--- src/rtl/time_ctrl_pkg.sv ---
// Shared types and constants for the sweep-time controller.
// One-hot state encoding keeps the per-state decode down to single-bit tests.
package time_ctrl_pkg;

  typedef enum logic [5:0] {
    INIT_ST = 6'b000001,
    SYNC_ST = 6'b000010,
    CNT_ST  = 6'b000100,
    WAIT_ST = 6'b001000,
    LOOP_ST = 6'b010000,
    END_ST  = 6'b100000
  } state_t;

  localparam logic [1:0] MODE_SINGLE = 2'd0;
  localparam logic [1:0] MODE_NLOOP  = 2'd1;
  localparam logic [1:0] MODE_CONT   = 2'd2;

endpackage

--- src/rtl/time_ctrl_hold_cnt.sv ---
// Per-sample hold counter: loaded with the hold length, counts down while enabled,
// and flags the final hold cycle so the sequencer can leave WAIT on time.
module time_ctrl_hold_cnt #(
  parameter int W = 8
) (
  input  logic         clk,
  input  logic         rst_i,
  input  logic         load_i,
  input  logic [W-1:0] load_val_i,
  input  logic         en_i,
  output logic         tc_o
);

  localparam logic [W-1:0] ONE_W = {{(W-1){1'b0}}, 1'b1};

  logic [W-1:0] cnt_q;

  always_ff @(posedge clk) begin
    if (rst_i) begin
      cnt_q <= '0;
    end else if (load_i) begin
      cnt_q <= load_val_i;
    end else if (en_i && (cnt_q != '0)) begin
      cnt_q <= cnt_q - ONE_W;
    end
  end

  assign tc_o = (cnt_q == ONE_W);

endmodule

--- src/rtl/time_ctrl_seq.sv ---
// Sweep-time generator: emits a sync pulse and a time index 0..max by step with
// optional per-sample hold, repeating per mode; all outputs are registered.
module time_ctrl_seq
  import time_ctrl_pkg::*;
#(
  parameter int B = 16,
  parameter int W = 8,
  parameter int N = 8
) (
  input  logic         clk,
  input  logic         rst,
  input  logic         start,
  input  logic         stop,
  output logic         busy,
  output logic         sync,
  output logic         valid,
  output logic         last,
  output logic         done,
  output logic [B-1:0] t_out,
  output logic [N-1:0] loop_out,
  input  logic [B-1:0] CNT_MAX_REG,
  input  logic [B-1:0] STEP_REG,
  input  logic [W-1:0] WAIT_REG,
  input  logic [N-1:0] NLOOP_REG,
  input  logic [1:0]   MODE_REG
);

  localparam logic [B-1:0] ONE_B = {{(B-1){1'b0}}, 1'b1};
  localparam logic [N-1:0] ONE_N = {{(N-1){1'b0}}, 1'b1};

  state_t       state_q;
  logic [B-1:0] cnt_q;
  logic [N-1:0] loop_q;
  logic [B-1:0] max_q;
  logic [B-1:0] step_q;
  logic [W-1:0] wait_q;
  logic [N-1:0] nloop_q;
  logic [1:0]   mode_q;
  logic         fin_q;

  logic         busy_q, sync_pipe_q, sync_q, valid_q, last_q, done_q;
  logic [B-1:0] t_q;
  logic [N-1:0] loop_out_q;

  logic         init_st, sync_st, cnt_st, wait_st, loop_st, end_st;
  logic [B:0]   cnt_inc_d;
  logic         sweep_end;
  logic         loop_over;
  logic         hold_load, hold_tc;

  assign init_st = (state_q == INIT_ST);
  assign sync_st = (state_q == SYNC_ST);
  assign cnt_st  = (state_q == CNT_ST);
  assign wait_st = (state_q == WAIT_ST);
  assign loop_st = (state_q == LOOP_ST);
  assign end_st  = (state_q == END_ST);

  // The extra carry bit lets a sweep end cleanly at CNT_MAX = 2^B-1 without wrapping.
  assign cnt_inc_d = {1'b0, cnt_q} + {1'b0, step_q};
  assign sweep_end = (cnt_q == max_q) || (cnt_inc_d > {1'b0, max_q});

  always_comb begin
    loop_over = 1'b1;
    case (mode_q)
      MODE_NLOOP: loop_over = (loop_q == (nloop_q - ONE_N));
      MODE_CONT:  loop_over = !start;
      default:    loop_over = 1'b1;
    endcase
  end

  assign hold_load = cnt_st && (wait_q != '0) && !stop;

  time_ctrl_hold_cnt #(.W(W)) u_hold (
    .clk        (clk),
    .rst_i      (rst),
    .load_i     (hold_load),
    .load_val_i (wait_q),
    .en_i       (wait_st),
    .tc_o       (hold_tc)
  );

  always_ff @(posedge clk) begin
    if (rst) begin
      state_q     <= INIT_ST;
      cnt_q       <= '0;
      loop_q      <= '0;
      max_q       <= '0;
      step_q      <= '0;
      wait_q      <= '0;
      nloop_q     <= '0;
      mode_q      <= '0;
      fin_q       <= 1'b0;
      busy_q      <= 1'b0;
      sync_pipe_q <= 1'b0;
      sync_q      <= 1'b0;
      valid_q     <= 1'b0;
      last_q      <= 1'b0;
      done_q      <= 1'b0;
      t_q         <= '0;
      loop_out_q  <= '0;
    end else begin
      busy_q      <= sync_st || cnt_st || wait_st || loop_st;
      valid_q     <= cnt_st || wait_st;
      loop_out_q  <= loop_q;
      // Two-stage sync so the pulse lands on the first sample of the sweep.
      sync_pipe_q <= sync_st && !stop;
      sync_q      <= sync_pipe_q;
      done_q      <= 1'b0;

      if (cnt_st) begin
        t_q    <= cnt_q;
        last_q <= sweep_end;
      end else if (!wait_st) begin
        last_q <= 1'b0;
      end

      case (state_q)
        INIT_ST: begin
          if (start) begin
            max_q   <= CNT_MAX_REG;
            step_q  <= (STEP_REG == '0) ? ONE_B : STEP_REG;
            wait_q  <= WAIT_REG;
            nloop_q <= (NLOOP_REG == '0) ? ONE_N : NLOOP_REG;
            mode_q  <= MODE_REG;
            cnt_q   <= '0;
            loop_q  <= '0;
            state_q <= SYNC_ST;
          end
        end
        SYNC_ST: state_q <= stop ? END_ST : CNT_ST;
        CNT_ST: begin
          if (stop) begin
            state_q <= END_ST;
          end else if (wait_q != '0) begin
            // The final sample also gets its hold; remember to leave WAIT for LOOP.
            fin_q   <= sweep_end;
            state_q <= WAIT_ST;
            if (!sweep_end) cnt_q <= cnt_inc_d[B-1:0];
          end else if (sweep_end) begin
            state_q <= LOOP_ST;
          end else begin
            cnt_q <= cnt_inc_d[B-1:0];
          end
        end
        WAIT_ST: begin
          if (stop) begin
            state_q <= END_ST;
          end else if (hold_tc) begin
            state_q <= fin_q ? LOOP_ST : CNT_ST;
          end
        end
        LOOP_ST: begin
          if (stop) begin
            state_q <= END_ST;
          end else if (loop_over) begin
            state_q <= END_ST;
            done_q  <= 1'b1;
          end else begin
            loop_q  <= loop_q + ONE_N;
            cnt_q   <= '0;
            state_q <= SYNC_ST;
          end
        end
        END_ST: if (!start) state_q <= INIT_ST;
        default: state_q <= INIT_ST;
      endcase
    end
  end

  assign busy     = busy_q;
  assign sync     = sync_q;
  assign valid    = valid_q;
  assign last     = last_q;
  assign done     = done_q;
  assign t_out    = t_q;
  assign loop_out = loop_out_q;

endmodule

--- config.mk ---
export PLATFORM = sky130hd
export DESIGN_NAME = time_ctrl_seq
export DESIGN_NICKNAME = d
export VERILOG_FILES = /design/src/rtl/time_ctrl_pkg.sv /design/src/rtl/time_ctrl_hold_cnt.sv /design/src/rtl/time_ctrl_seq.sv
export SDC_FILE = /design/constraint.sdc
export NUM_CORES = 1
export LEC_CHECK = 0
export BUFFER_PORTS_ARGS = -buffer_cell sky130_fd_sc_hd__buf_2
export CAP_MARGIN = 20
export CORE_AREA = 2 2 155 127
export CTS_BUF_LIST = sky130_fd_sc_hd__clkbuf_8 sky130_fd_sc_hd__clkbuf_16
export CTS_CLUSTER_SIZE = 12
export DETAILED_ROUTE_END_ITERATION = 10
export DIE_AREA = 0 0 157 129
export GPL_TIMING_DRIVEN = 0
export PLACE_DENSITY = 0.63
export SLEW_MARGIN = 20
export SYNTH_ARGS = -nofsm -noshare
export SYNTH_HDL_FRONTEND = slang
export SYNTH_SLANG_ARGS = --single-unit
export TNS_END_PERCENT = 10
--- constraint.sdc ---
create_clock -name clk -period 7.6 [get_ports clk]
set_input_delay 1.52 -clock clk [delete_from_list [all_inputs] [get_ports clk]]
set_output_delay 1.52 -clock clk [all_outputs]
set_load 0.02 [all_outputs]
==> impl_table.tex <==
\begin{tabular}{lr}
\hline
Metric & Value \\
\hline
\multicolumn{2}{l}{\textbf{Outcome}} \\
Outcome & completed \\
\multicolumn{2}{l}{\textbf{Finish}} \\
Diode insertion count for antenna repair & 0 \\
Number of cells in the finished layout apart from fillers & between 1000 and 1500 \\
Fill cell total of the finished layout & about 1900 \\
Area occupied by multi-input gates & between 3000 and 4000 um2 \\
Fraction of layout instances using a drive strength above 1 & 0.132 \\
Area occupied by registers & 2380 um2 \\
Area overhead of the layout relative to synthesis & 20.2\% \\
Final \#Nets & 1005 \\
\multicolumn{2}{l}{\textbf{Setup path}} \\
Critical Path Fanout Max & 10 \\
Critical Path Start Type & flip-flop \\
Worst R2R Setup Slack & around 2.2 ns \\
Arrival @ worst endpoint & between 5 and 6 ns \\
Critical path class & flip-flop to flip-flop \\
Required time reported for the critical path endpoint & between 7 and 8 ns \\
CP Capture Type & flip-flop \\
\multicolumn{2}{l}{\textbf{Timing}} \\
Worst relative slew slack & 0.555 \\
Number of pins with negative max-slew slack in the final report & 0 \\
Setup clock skew after layout & 0.00826 ns \\
Setup repair after global routing missed its margin & false \\
Transition time at the pin with the least slew margin & about 0.66 ns \\
Peak Freq & 183 MHz \\
Final hold violation count & 0 \\
Period Utilization, post-route & 0.717 \\
Total Negative Setup Slacks & 0 ns \\
Final worst path period need & 5.45 ns \\
Setup Viol. Count Final & 0 \\
\multicolumn{2}{l}{\textbf{Clock tree}} \\
H-tree levels & 4 \\
Setup Buffers After CTS & 0 \\
Post-CTS Hold Fix Bufs & 0 \\
Post-cts gate resize count & 0 \\
Later-pin clock latency in the skew report & 0.42 ns \\
Number of CTS-inserted buffers & 17 \\
Clock tree from TritonCTS & built \\
Number of buffers on the longest clock path & 2 \\
Clock transition at the registers of the reported paths & roughly 0.050 ns \\
Clock root buffer master & clkbuf\_16 \\
Count of clock tree sinks & about 120 \\
\multicolumn{2}{l}{\textbf{Pwr}} \\
Power per unit of standard cell area & a little under 300 nW/um2 \\
Leak pwr & 3.08 nW \\
Largest vdd supply drop & roughly 0.00017 V \\
\multicolumn{2}{l}{\textbf{Routing}} \\
Initial DRC Count & between 400 and 500 \\
Vias after detailed routing & slightly below 6000 \\
Antenna viol nets, final & 0 \\
Drt wl/cell & 15.6 um \\
Count of TritonRoute iterations in the first routing pass & 5 \\
DRC Markers & 0 \\
Per-cell via count in the routed design & between 5 and 6 \\
Detailed Route WL & 18500 um \\
\multicolumn{2}{l}{\textbf{Floorplanning}} \\
Number of placed I/O pins & between 80 and 90 \\
Die Ht & $\sim$130 um \\
Total die area & slightly above 20000 um2 \\
Cell Rows & 45 \\
Effective utilization at floorplan & 0.346 \\
Die Span X & around 160 um \\
Placeable core region & about 19000 um2 \\
\multicolumn{2}{l}{\textbf{Global route}} \\
Vias in the first global route & 5489 \\
GR Overflow Total & 0 \\
Pin count of the biggest net entering global routing & 17 \\
Wire length of the first global-routing pass & approximately 30000 um \\
Total global-route track usage & 0.189 \\
Antenna violations before repair & 0 \\
\multicolumn{2}{l}{\textbf{Synth}} \\
Count of flip-flops with a built-in enable after synthesis & 0 \\
Synth async-reset ratio & 0 \\
Number of nets produced by synthesis & $\sim$910 \\
Average footprint of a synthesized cell & 7.94 um2 \\
Most used DFF post-synth & dfxtp\_1 \\
Post-synthesis instance total & about 810 \\
Count of state elements after synthesis & 119 \\
Synth cell types & 60 \\
Synthesized area & roughly 6400 um2 \\
Area share of the largest cell type after synthesis & 0.370 \\
Yosys warns & 0 \\
Largest area contributor in the synthesized netlist & dfxtp\_1 \\
Ranking of synthesized cells by area & dfxtp\_1 (37\%), nand2\_1 (11\%), ha\_1 (7.6\%), a21oi\_1 (7.5\%), xnor2\_1 (4.2\%) \\
Seq/Total Area, Yosys & 0.370 \\
\multicolumn{2}{l}{\textbf{Placed design}} \\
Final RePlAce weighted congestion & 0.894 \\
HPWL Detailed & approximately 14000 um \\
Number of port buffers & 80 \\
Placed Cells & roughly 1200 \\
\multicolumn{2}{l}{\textbf{Hold path}} \\
Type of the tightest min-delay check & flip-flop to flip-flop \\
\multicolumn{2}{l}{\textbf{Run}} \\
Max-cap check violation count & 0 \\
\hline
\end{tabular}
==> layout make-up <==
class | count | share of cell area
timing repair buffer | 80 | 0.0517
sequential | 119 | 0.308
clock buffer | 20 | 0.0602
buffer | 42 | 0.0242
inverter | 36 | 0.0174
clock inverter | 12 | 0.0144
multi-input combinational | 615 | 0.483
tap | 258 | 0.0417
==> per-stage QoR <==
step | area (um2) | utilization | hold slack [ns] | setup WS, ns | power [mW]
finish | 7750 | 0.416 | 0.445 | 2.15 | 2.29
global route | 7750 | 0.416 | 0.468 | 1.85 | 2.42
CTS | 7750 | 0.416 | 0.449 | 2.18 | 2.28
detailed placement | 7170 | 0.385 | 0.432 | 2.25 | 1.49
global placement | 7170 | 0.385 | 0.433 | 2.25 | 1.49
floorplan | 6440 | - | 0.414 | 2.96 | 1.29
==> final timing paths <==
kind	start	endpoint	cells past startpoint
worst max-delay path	cnt_q[0]$_SDFFE_PP0P_	cnt_q[3]$_SDFFE_PP0P_	19
worst min-delay path	sync_pipe_q$_SDFF_PP0_	sync$_SDFF_PP0_	1
worst max register to register	cnt_q[0]$_SDFFE_PP0P_	cnt_q[3]$_SDFFE_PP0P_	19
worst min register to register	sync_pipe_q$_SDFF_PP0_	sync$_SDFF_PP0_	1
==> cells in the final DEF, fill, tap and decap left out, types with 5 or more instances in the layout <==
cell type,count
mux2i_1,20
nand3b_1,8
nor2b_1,12
buf_2,82
a21oi_1,97
inv_1,40
clkbuf_16,17
nand4_1,15
and3_1,5
dfxtp_1,119
xor2_1,6
o21ai_0,15
ha_1,39
a211oi_1,10
nand3_1,18
nor4_1,12
xnor2_1,31
o21a_1,6
nor3_1,18
clkbuf_1,34
a22oi_1,5
nand2_1,181
o211ai_1,6
nor2_1,40
nand2b_1,10
or3_1,5
==> sequential cells by signal, summed over array words and instances, names as in the netlist, 8 cells and up <==
signal,cells
wait_q,8
u_hold.cnt_q,8
nloop_q,8
max_q,16
t_out,16
loop_q,8
cnt_q,16
loop_out,8
step_q,16
==> power breakdown <==
| group | internal (mW) | switching, mW | total [mW] |
|---|---|---|---|
| registers | 0.692 | 0.0577 | 0.750 |
| clock network | 0.501 | 0.287 | 0.788 |
| logic | 0.273 | 0.477 | 0.750 |
| total | 1.47 | 0.821 | 2.29 |
==> cell usage after synthesis (all sizes together), types with 6 or more instances <==
| master | count |
|---|---|
| nand4 | 15 |
| nor4 | 13 |
| o21ai | 18 |
| nand2 | 181 |
| buf | 8 |
| nand2b | 10 |
| o21a | 6 |
| a211oi | 10 |
| ha | 39 |
| nor3 | 19 |
| o211ai | 6 |
| nand3b | 8 |
| nor2 | 40 |
| inv | 36 |
| a21oi | 97 |
| xor2 | 6 |
| nor2b | 12 |
| nand3 | 18 |
| xnor2 | 31 |
| clkbuf | 34 |
| dfxtp | 119 |
| mux2i | 20 |
==> critical path, stage by stage, from the launching register on <==
cell	delay, ns
dfxtp_1	0.40
ha_1	0.27
inv_1	0.07
fa_1	0.41
nor2b_1	0.15
o31a_1	0.28
o2111ai_4	0.15
a31oi_1	0.35
mux2i_1	0.15
or4_1	0.55
ha_1	0.36
nand3_1	0.12
or4_1	0.54
o32ai_1	0.14
a21oi_1	0.09
a211o_1	0.33
a222oi_1	0.34
buf_4	0.27
buf_12	0.17
mux2i_1	0.21
==> per-layer routing <==
layer | vias up | track usage | wire, um
li1 | 3045 | - | -
met1 | 2713 | 0.291 | 9750
met2 | 190 | 0.265 | 7220
met3 | 16 | 0.0354 | 1240
met4 | 0 | 0.0556 | 263
met5 | - | 0 | 0
==> cell families (layout without fill, tap and decap cells) <==
family,Yosys count,in the layout,share of synthesized area
AO/OA/AOI/OAI,178,178,0.176
XOR/XNOR,37,37,0.0503
adder cells (fa/ha/maj),40,40,0.0788
buffers and inverters,78,190,0.0501
flip-flops,119,119,0.370
multiplexers,20,20,0.0311
AND/OR/NAND/NOR,340,340,0.244
Note: power is estimated with default switching activity, not from simulation.
